===== config.mk =====
export PLATFORM = sky130hd
export DESIGN_NAME = alu_share_arb
export DESIGN_NICKNAME = d
export VERILOG_FILES = /design/src/rtl/alu_share_arb.sv
export SDC_FILE = /design/constraint.sdc
export NUM_CORES = 1
export LEC_CHECK = 0
export BUFFER_PORTS_ARGS = -buffer_cell sky130_fd_sc_hd__clkbuf_2
export CORE_MARGIN = 4
export CORE_UTILIZATION = 42
export CTS_BUF_LIST = sky130_fd_sc_hd__clkbuf_16
export DETAILED_ROUTE_END_ITERATION = 16
export PLACE_DENSITY_LB_ADDON = 0.08
export REMOVE_ABC_BUFFERS = 1
export SLEW_MARGIN = 40
export SYNTH_ARGS = -nofsm -noshare
export SYNTH_HDL_FRONTEND = slang
export SYNTH_SLANG_ARGS = --single-unit
export TNS_END_PERCENT = 50

===== constraint.sdc =====
create_clock -name clk -period 1.5 [get_ports clk]
set_clock_uncertainty 0.05 [all_clocks]
set_input_delay 0.15 -clock clk [delete_from_list [all_inputs] [get_ports clk]]
set_output_delay 0.15 -clock clk [all_outputs]
set_load 0.02 [all_outputs]

===== src/rtl/alu_share_arb.sv =====
// alu_share_arb: round-robin sequencer that time-shares one external
// combinational ALU between two requesters.
// Each accepted request drives the ALU pins, waits ALU_LAT cycles, samples
// the ALU outputs, and returns them on one tagged response channel.
// Optional build macro ALU_SHARE_STATS_EN adds per-requester saturating
// 8-bit grant counters (gnt_cnt0 / gnt_cnt1).
module alu_share_arb #(
   parameter int WIDTH   = 4,
   parameter int ALU_LAT = 1
) (
   input  logic             clk,
   input  logic             rst_n,
   input  logic             r0_valid,
   output logic             r0_ready,
   input  logic [3:0]       r0_op,
   input  logic [WIDTH-1:0] r0_a,
   input  logic [WIDTH-1:0] r0_b,
   input  logic             r1_valid,
   output logic             r1_ready,
   input  logic [3:0]       r1_op,
   input  logic [WIDTH-1:0] r1_a,
   input  logic [WIDTH-1:0] r1_b,
   output logic             rsp_valid,
   input  logic             rsp_ready,
   output logic             rsp_id,
   output logic [WIDTH-1:0] rsp_x,
   output logic             rsp_cout,
   output logic             rsp_zero,
   output logic             rsp_ov,
   output logic [WIDTH-1:0] alu_a,
   output logic [WIDTH-1:0] alu_b,
   output logic [3:0]       alu_cont,
   output logic             alu_cin,
   input  logic [WIDTH-1:0] alu_x,
   input  logic             alu_cout,
   input  logic             alu_zero,
   input  logic             alu_ov
`ifdef ALU_SHARE_STATS_EN
   ,
   output logic [7:0]       gnt_cnt0,
   output logic [7:0]       gnt_cnt1
`endif
);

   typedef enum logic [1:0] {
      IDLE,
      EXEC,
      RESP
   } state_t;

   localparam logic [3:0] LAT_M1 = 4'(ALU_LAT - 1);

   state_t           state;
   state_t           state_nxt;
   logic             last;
   logic             gnt_id;
   logic             accept;
   logic             cur_id;
   logic [3:0]       cnt;
   logic [3:0]       sel_op;
   logic [WIDTH-1:0] sel_a;
   logic [WIDTH-1:0] sel_b;

   // Round-robin grant: a lone requester wins, a tie goes to the one not served last
   always_comb begin
      gnt_id = 1'b0;
      if (r0_valid && r1_valid) begin
         gnt_id = ~last;
      end else if (r1_valid) begin
         gnt_id = 1'b1;
      end
      sel_op = gnt_id ? r1_op : r0_op;
      sel_a  = gnt_id ? r1_a  : r0_a;
      sel_b  = gnt_id ? r1_b  : r0_b;
   end

   // State register
   always_ff @(posedge clk or negedge rst_n) begin
      if (!rst_n) begin
         state <= IDLE;
      end else begin
         state <= state_nxt;
      end
   end

   // Next-state logic
   always_comb begin
      state_nxt = state;
      case (state)
         IDLE: if (accept)                 state_nxt = EXEC;
         EXEC: if (cnt == 4'd0)            state_nxt = RESP;
         RESP: if (rsp_valid && rsp_ready) state_nxt = IDLE;
         default:                          state_nxt = IDLE;
      endcase
   end

   // Handshake outputs; ready is forced low while reset is asserted
   always_comb begin
      accept   = rst_n && (state == IDLE) && (r0_valid || r1_valid);
      r0_ready = accept && !gnt_id;
      r1_ready = accept && gnt_id;
   end

   // Datapath: issue to the ALU, count settle cycles, capture and hold the response
   always_ff @(posedge clk or negedge rst_n) begin
      if (!rst_n) begin
         alu_a     <= '0;
         alu_b     <= '0;
         alu_cont  <= '0;
         alu_cin   <= 1'b0;
         cur_id    <= 1'b0;
         last      <= 1'b1;
         cnt       <= '0;
         rsp_valid <= 1'b0;
         rsp_id    <= 1'b0;
         rsp_x     <= '0;
         rsp_cout  <= 1'b0;
         rsp_zero  <= 1'b0;
         rsp_ov    <= 1'b0;
      end else begin
         case (state)
            IDLE: begin
               if (accept) begin
                  alu_a    <= sel_a;
                  alu_b    <= sel_b;
                  alu_cont <= sel_op;
                  alu_cin  <= sel_op[3] | sel_op[2];
                  cur_id   <= gnt_id;
                  last     <= gnt_id;
                  cnt      <= LAT_M1;
               end
            end
            EXEC: begin
               if (cnt != 4'd0) begin
                  cnt <= cnt - 4'd1;
               end else begin
                  rsp_x     <= alu_x;
                  rsp_cout  <= alu_cout;
                  rsp_zero  <= alu_zero;
                  rsp_ov    <= alu_ov;
                  rsp_id    <= cur_id;
                  rsp_valid <= 1'b1;
               end
            end
            RESP: begin
               if (rsp_valid && rsp_ready) begin
                  rsp_valid <= 1'b0;
               end
            end
            default: ;
         endcase
      end
   end

`ifdef ALU_SHARE_STATS_EN
   // Saturating grant counters, one per requester
   always_ff @(posedge clk or negedge rst_n) begin
      if (!rst_n) begin
         gnt_cnt0 <= '0;
         gnt_cnt1 <= '0;
      end else begin
         if (r0_ready && gnt_cnt0 != 8'hFF) gnt_cnt0 <= gnt_cnt0 + 8'd1;
         if (r1_ready && gnt_cnt1 != 8'hFF) gnt_cnt1 <= gnt_cnt1 + 8'd1;
      end
   end
`endif

endmodule


### Word-level counts from Yosys, hierarchy flattened

Index checks and enable logic that the tools add are counted.

| cells by class | value |
|---|---|
| reductions and logical operators | 18 |
| bitwise logic cells | 3 |
| muxes and demuxes | 15 |
| $add $sub $neg | 1 |
| equal/unequal tests | 7 |

Operators by type and width:

| operator | count |
|---|---|
| $mux 4 | 5 |
| $ne 2x2->1 const B | 5 |
| $reduce_and 3->1 | 3 |
| $pmux 4 s2 | 1 |
| $logic_and 1x1->1 | 6 |
| $mux 2 | 3 |
| $pmux 2 s3 | 1 |
| $logic_not 4->1 | 1 |
| $mux 1 | 4 |
| $reduce_and 2->1 | 2 |
| $reduce_bool 2->1 | 2 |
| $reduce_bool 4->1 | 1 |
| $sub 4x1->4 const B | 1 |
| $eq 2x1->1 const B | 1 |
| $eq 2x2->1 const B | 1 |
| $logic_not 2->1 | 1 |
| $not 1->1 | 2 |
| $pmux 1 s2 | 1 |
| $logic_not 1->1 | 1 |
| $logic_or 1x1->1 | 1 |
| $or 1x1->1 | 1 |

| storage, ports and cells | value |
|---|---|
| bits in registers | 30 |
| word-level logic and storage cells | 58 |
| bits of input ports | 36 |
| output and inout port bits | 24 |

### Depth between registers and ports, before layout

| logic depth | value |
|---|---|
| depth in word-level cells | 5 |
| depth in mapped cells | 6 |
| mapped depth without buffers | 5 |

### Worst setup path before layout

No wires, ideal clock.

| timing | value |
|---|---|
| path kind | register to register |
| from | reg cnt[0] |
| to | reg rsp_cout |
| data required time | 1.325 ns |
| stages on the path, launching flop included | 7 |
| clock period less this slack | 1.563 ns |
| buffers on the path | 1 |
| library setup time | 0.125 ns |
| setup slack | -0.063 ns |
| arrival time | 1.388 ns |
| cells stage by stage | dfrtp_1 inv_1 ha_1 nor3b_4 nand3b_1 buf_6 mux2_4 |

| on the way | value |
|---|---|
| longest elaborated chain between the ends | 3 |

RTL lines:

| what | RTL line | text |
|---|---|---|
| start, declared | 59 | `logic [3:0] cnt;` |
| start signal, assigned | 135 | `cnt <= cnt - 4'd1;` |
| $reduce_bool 4->1 | 134 | `if (cnt != 4'd0) begin` |
| $not 1->1 (no line) | n/a |  |
| $reduce_and 2->1 (no line) | n/a |  |
| end signal, assigned | 138 | `rsp_cout <= alu_cout;` |
| end, declared | 27 | `output logic rsp_cout,` |

Every way passes these cells.
A chain may end at the register's enable or synchronous reset.

### Worst setup path in the final report

| timing | value |
|---|---|
| from | reg state[0] |
| to | out r1_ready |

| on the way | value |
|---|---|
| longest elaborated chain between the ends | 4 |

RTL lines:

| what | RTL line | text |
|---|---|---|
| start, declared | 53 | `state_t state;` |
| start signal, assigned | 82 | `state <= state_nxt;` |
| $logic_not 2->1 | 99 | `accept = rst_n && (state == IDLE) && (r0_valid \|\| r1_valid);` |
| $logic_and 1x1->1 (2 in series) | 99 |  |
| $logic_and 1x1->1 | 101 | `r1_ready = accept && gnt_id;` |
| end, declared | 19 | `output logic r1_ready,` |

Every way passes these cells.

==> impl_metrics.prom <==
# TYPE chip_impl_metric gauge
chip_impl_info{name="result_of_the_run",value="finished, violations left"} 1
chip_impl_info{name="failed_checks",value="negative setup slack"} 1
chip_impl_metric{name="drv_cap",unit=""} 0
chip_impl_metric{name="fin_hold_ws",unit="ns"} 0.0525
chip_impl_metric{name="maximum_number_of_pins_on_one_net_before_global_route_repair",unit=""} 27
chip_impl_metric{name="ios",unit=""} 60
chip_impl_metric{name="grtUsageMet3",unit="%"} 8.16
chip_impl_metric{name="start_util",unit="%"} 45.2
chip_impl_metric{name="globalRouteOverflowTotal",unit=""} 0
chip_impl_metric{name="detailedRoute.firstPassIterationCount",unit=""} 4
chip_impl_metric{name="ys_types",unit=""} 32
chip_impl_metric{name="p_int",unit="µW"} 3170
chip_impl_info{name="hold_path_end",value="alu_a[2]"} 1
chip_impl_metric{name="dpl_worst_slack",unit="ns"} -0.0719
chip_impl_metric{name="antenna_found_initial",unit=""} 0
chip_impl_metric{name="syn-mean-instance-area",unit="µm²"} 13.2
chip_impl_metric{name="yosysWarningCount",unit=""} 0
chip_impl_info{name="main_combinational_cell_family_by_area_after_synthesis",value="simple AND/OR/NAND/NOR gates"} 1
chip_impl_metric{name="netlist_instances",unit=""} 107
chip_impl_metric{name="setup_slack",unit="ns"} -0.0726
chip_impl_metric{name="power.share.combinational",unit="%"} 47.1
chip_impl_metric{name="worst_ep_arrival_time",unit="ns"} 1.37
chip_impl_metric{name="net-switching-power",unit="µW"} 1690
chip_impl_info{name="grt_busiest_layer",value="met2"} 1
chip_impl_metric{name="power_switching_share",unit="%"} 34.8
chip_impl_metric{name="post_synth_and_or_nand_nor_area_fraction",unit="%"} 15.0
chip_impl_metric{name="dieWidth",unit="µm"} 66.0
chip_impl_metric{name="route.detailed.vias_per_inst",unit=""} 5.17
chip_impl_metric{name="placed_cells",unit=""} 224
chip_impl_info{name="rsz_0062_raised_after_global_routing",value="true"} 1
chip_impl_metric{name="r2r.worst_path.cells",unit=""} 6
chip_impl_metric{name="num_antenna_cells",unit=""} 0
chip_impl_metric{name="grt_pass1_vias",unit=""} 1255
chip_impl_metric{name="final_layout_size_suffix_gt1_share",unit="%"} 62.2
chip_impl_metric{name="wirelength",unit="µm"} 3680
chip_impl_info{name="ctsRootBufferMaster",value="clkbuf_16"} 1
chip_impl_metric{name="finalSetupTns",unit="ns"} -0.547
chip_impl_metric{name="std_cell_rows",unit=""} 20
chip_impl_metric{name="io_buffers",unit=""} 59
chip_impl_info{name="yosys.area.top_type",value="dfrtp_1"} 1
chip_impl_metric{name="clockPowerShare",unit="%"} 22.8
chip_impl_metric{name="grt_first_pass_wirelength",unit="µm"} 6100
chip_impl_info{name="hold_path_startpoint",value="r0_a[2]"} 1
chip_impl_metric{name="yosys-mux-area-fraction",unit="%"} 12.5
chip_impl_metric{name="timing.fmax",unit="GHz"} 0.636
chip_impl_metric{name="vias",unit=""} 1241
chip_impl_metric{name="hpwlAfterDp",unit="µm"} 2590
chip_impl_metric{name="seq_power_share",unit="%"} 30.1
chip_impl_metric{name="cp.required",unit="ns"} 1.30
chip_impl_metric{name="clk_pin_slew_worst_paths",unit="ns"} 0.05
chip_impl_info{name="hp-class",value="in -> reg"} 1
chip_impl_metric{name="slew_violations",unit=""} 0
chip_impl_metric{name="fin_crit_sh",unit="%"} 105
chip_impl_metric{name="die_h",unit="µm"} 66.0
chip_impl_metric{name="peak_supply_drop",unit="mV"} 1.12
chip_impl_info{name="crit-reg2reg-launch",value="cnt[1]"} 1
chip_impl_metric{name="grtUsageMet2",unit="%"} 31.3
chip_impl_info{name="path_class",value="reg -> out"} 1
chip_impl_metric{name="synth_compound_area_share",unit="%"} 14.5
chip_impl_metric{name="globalRouteMet1Util",unit="%"} 21.6
chip_impl_metric{name="clkLatencyLatePin",unit="ns"} 0.27
chip_impl_metric{name="fp.coreArea",unit="µm²"} 3130
chip_impl_info{name="critical_path.startpoint",value="state[0]"} 1
chip_impl_metric{name="tritoncts_num_sinks",unit=""} 30
chip_impl_metric{name="crit_fanout",unit=""} 4
chip_impl_metric{name="fin_cells",unit=""} 240
chip_impl_metric{name="h-tree-depth",unit=""} 2
chip_impl_info{name="cts_tree",value="yes"} 1
chip_impl_metric{name="initial_detailed_routing_violation_count",unit=""} 62
chip_impl_metric{name="global_placement_routability_congestion",unit=""} 0.810
chip_impl_metric{name="drcViolationCount",unit=""} 0
chip_impl_metric{name="ys_seq_elements",unit=""} 30
chip_impl_metric{name="finalSetupViolCount",unit=""} 11
chip_impl_metric{name="ys_seq_area_share",unit="%"} 53.2
chip_impl_metric{name="routedWlPerCell",unit="µm"} 15.3
chip_impl_info{name="kind_of_start_point_of_the_critical_path",value="register"} 1
chip_impl_metric{name="min_path_cells",unit=""} 2
chip_impl_metric{name="netlist_area",unit="µm²"} 1410
chip_impl_metric{name="ratio_of_total_power_to_cell_area",unit="nW/µm²"} 2180
chip_impl_metric{name="ctsLongestPathBuffers",unit=""} 2
chip_impl_metric{name="design.die.area",unit="µm²"} 4360
chip_impl_metric{name="synth_adder_area_share",unit="%"} 1.77
chip_impl_metric{name="slew_headroom",unit="%"} 77.4
chip_impl_metric{name="synth_top_cell_area_share",unit="%"} 51.4
chip_impl_metric{name="syn_to_final_growth",unit="%"} 57.7
chip_impl_info{name="synth.area.top_cells",value="dfrtp_1, mux2_4, a221o_1"} 1
chip_impl_metric{name="count_of_nets_left_with_antenna_violations_after_detail_routing",unit=""} 0
chip_impl_metric{name="power.static_leakage",unit="µW"} 0.00117
chip_impl_info{name="kind_of_end_point_of_the_critical_path",value="output pin"} 1
chip_impl_metric{name="setup_slack_of_the_worst_register_to_register_path",unit="ns"} -0.06
chip_impl_metric{name="report.final.hold_viol_count",unit=""} 0
chip_impl_metric{name="minimum_clock_period_after_layout",unit="ns"} 1.57
chip_impl_metric{name="worst-slew-pin-transition",unit="ns"} 0.339
chip_impl_metric{name="numCtsBuffers",unit=""} 5
chip_impl_metric{name="grtUsageTotal",unit="%"} 18.9
chip_impl_metric{name="nNetsFinal",unit=""} 233
chip_impl_metric{name="synth_xor_area_share",unit="%"} 0
chip_impl_info{name="timing.rr.end",value="rsp_x[3]"} 1
## layer usage
metal / routed length (µm) / share of wire (%)
met1: 1540 / 42
met5: 0 / 0
met3: 314 / 8.5
met4: 63 / 1.7
met2: 1750 / 48
## cell type report
cell class,count,area [µm²]
clock inverters,3,37.5
flip-flops and latches,30,752
clock buffers,5,125
inverters,2,7.51
fillers,244,901
well taps,44,55.1
multi-input cells,72,709
repair buffers,84,541
## power groups by stage
stage | logic [µW] | registers [µW] | clock network (µW)
after floorplan | 867 | 1790 | 0
after global placement | 1990 | 1430 | 0
after detailed placement | 2020 | 1450 | 0
after CTS | 2140 | 1460 | 1130
after global routing | 2480 | 1520 | 1170
final | 2290 | 1460 | 1110
## critical path, stage by stage (launching register included)
cell,delay [ns]
dfrtp_1,0.42
nor3b_4,0.30
buf_6,0.14
and2_4,0.14
buf_8,0.10
## what timing repair did
| action | 4_1_cts | 5_1_grt |
|---|---|---|
| buffers inserted | 4 | 1 |
| gates resized for setup | 12 | 18 |
| hold buffers | 1 | 0 |
| endpoints found under the setup margin | 26 | 27 |
| pin swaps | 4 | 7 |
| hold endpoints to repair | 29 | 0 |
| gates cloned | 1 | 1 |
## cells in the mapped netlist
library cell,instances
o21ai_2,1
nor3b_2,1
or4_1,1
or3b_1,1
o21ai_0,2
o31ai_1,2
buf_6,2
clkbuf_1,2
a31o_2,2
a221o_1,10
a21o_1,2
dfstp_2,1
dfrtp_1,29
mux2_4,8
buf_2,1
nand2b_1,4
nand2_1,4
a211oi_1,2
inv_1,2
nor2_1,2
nand3b_1,3
mux2_1,1
and3_1,11
nor3_1,1
a21boi_2,1
ha_1,2
o22ai_2,1
and2_1,1
mux2_2,4
or3_1,1
nor3b_1,1
nor3b_4,1
## worst max path at each step
stage / to
final: r1_ready
after global routing: rsp_id
after CTS: r1_ready
after detailed placement: rsp_zero
after global placement: alu_b[0]
after floorplan: rsp_cout
## cells by family after synthesis
logic type / count (synthesis)
buffers and inverters: 7
muxes: 13
adders and majority gates: 2
AOI/OAI and AO/OA: 23
and+or+nand+nor: 32
DFF: 30
## sequential cells by signal, summed over array words and instances (netlist names)
name and cells:
rsp_x 4, rsp_cout 1, rsp_ov 1, last 1
rsp_zero 1, cur_id 1, alu_cin 1, cnt 4
rsp_id 1, alu_b 4, rsp_valid 1, state 2
alu_cont 4, alu_a 4
## cells in the final DEF (no fill, tap or decap), types with 3 or more instances in the layout
cell       Yosys  routed
buf_4          0      17
clkbuf_16      0       5
nand2_1        4       4
buf_6          2       6
a221o_1       10      10
clkbuf_2       0      57
mux2_4         8       9
mux2_2         4       4
dfrtp_1       29      29
nand3b_1       3       3
and3_1        11      10
## metrics by stage
step | power [µW] | cell area, µm² | utilization [%]
after floorplan | 2650 | 1380 | -
after global placement | 3410 | 1880 | 60.2
after global routing | 5170 | 2230 | 71.2
after detailed placement | 3470 | 1880 | 60.2
final | 4860 | 2230 | 71.2
after CTS | 4720 | 2140 | 68.6
No activity file was read; power rests on OpenSTA's default activity.
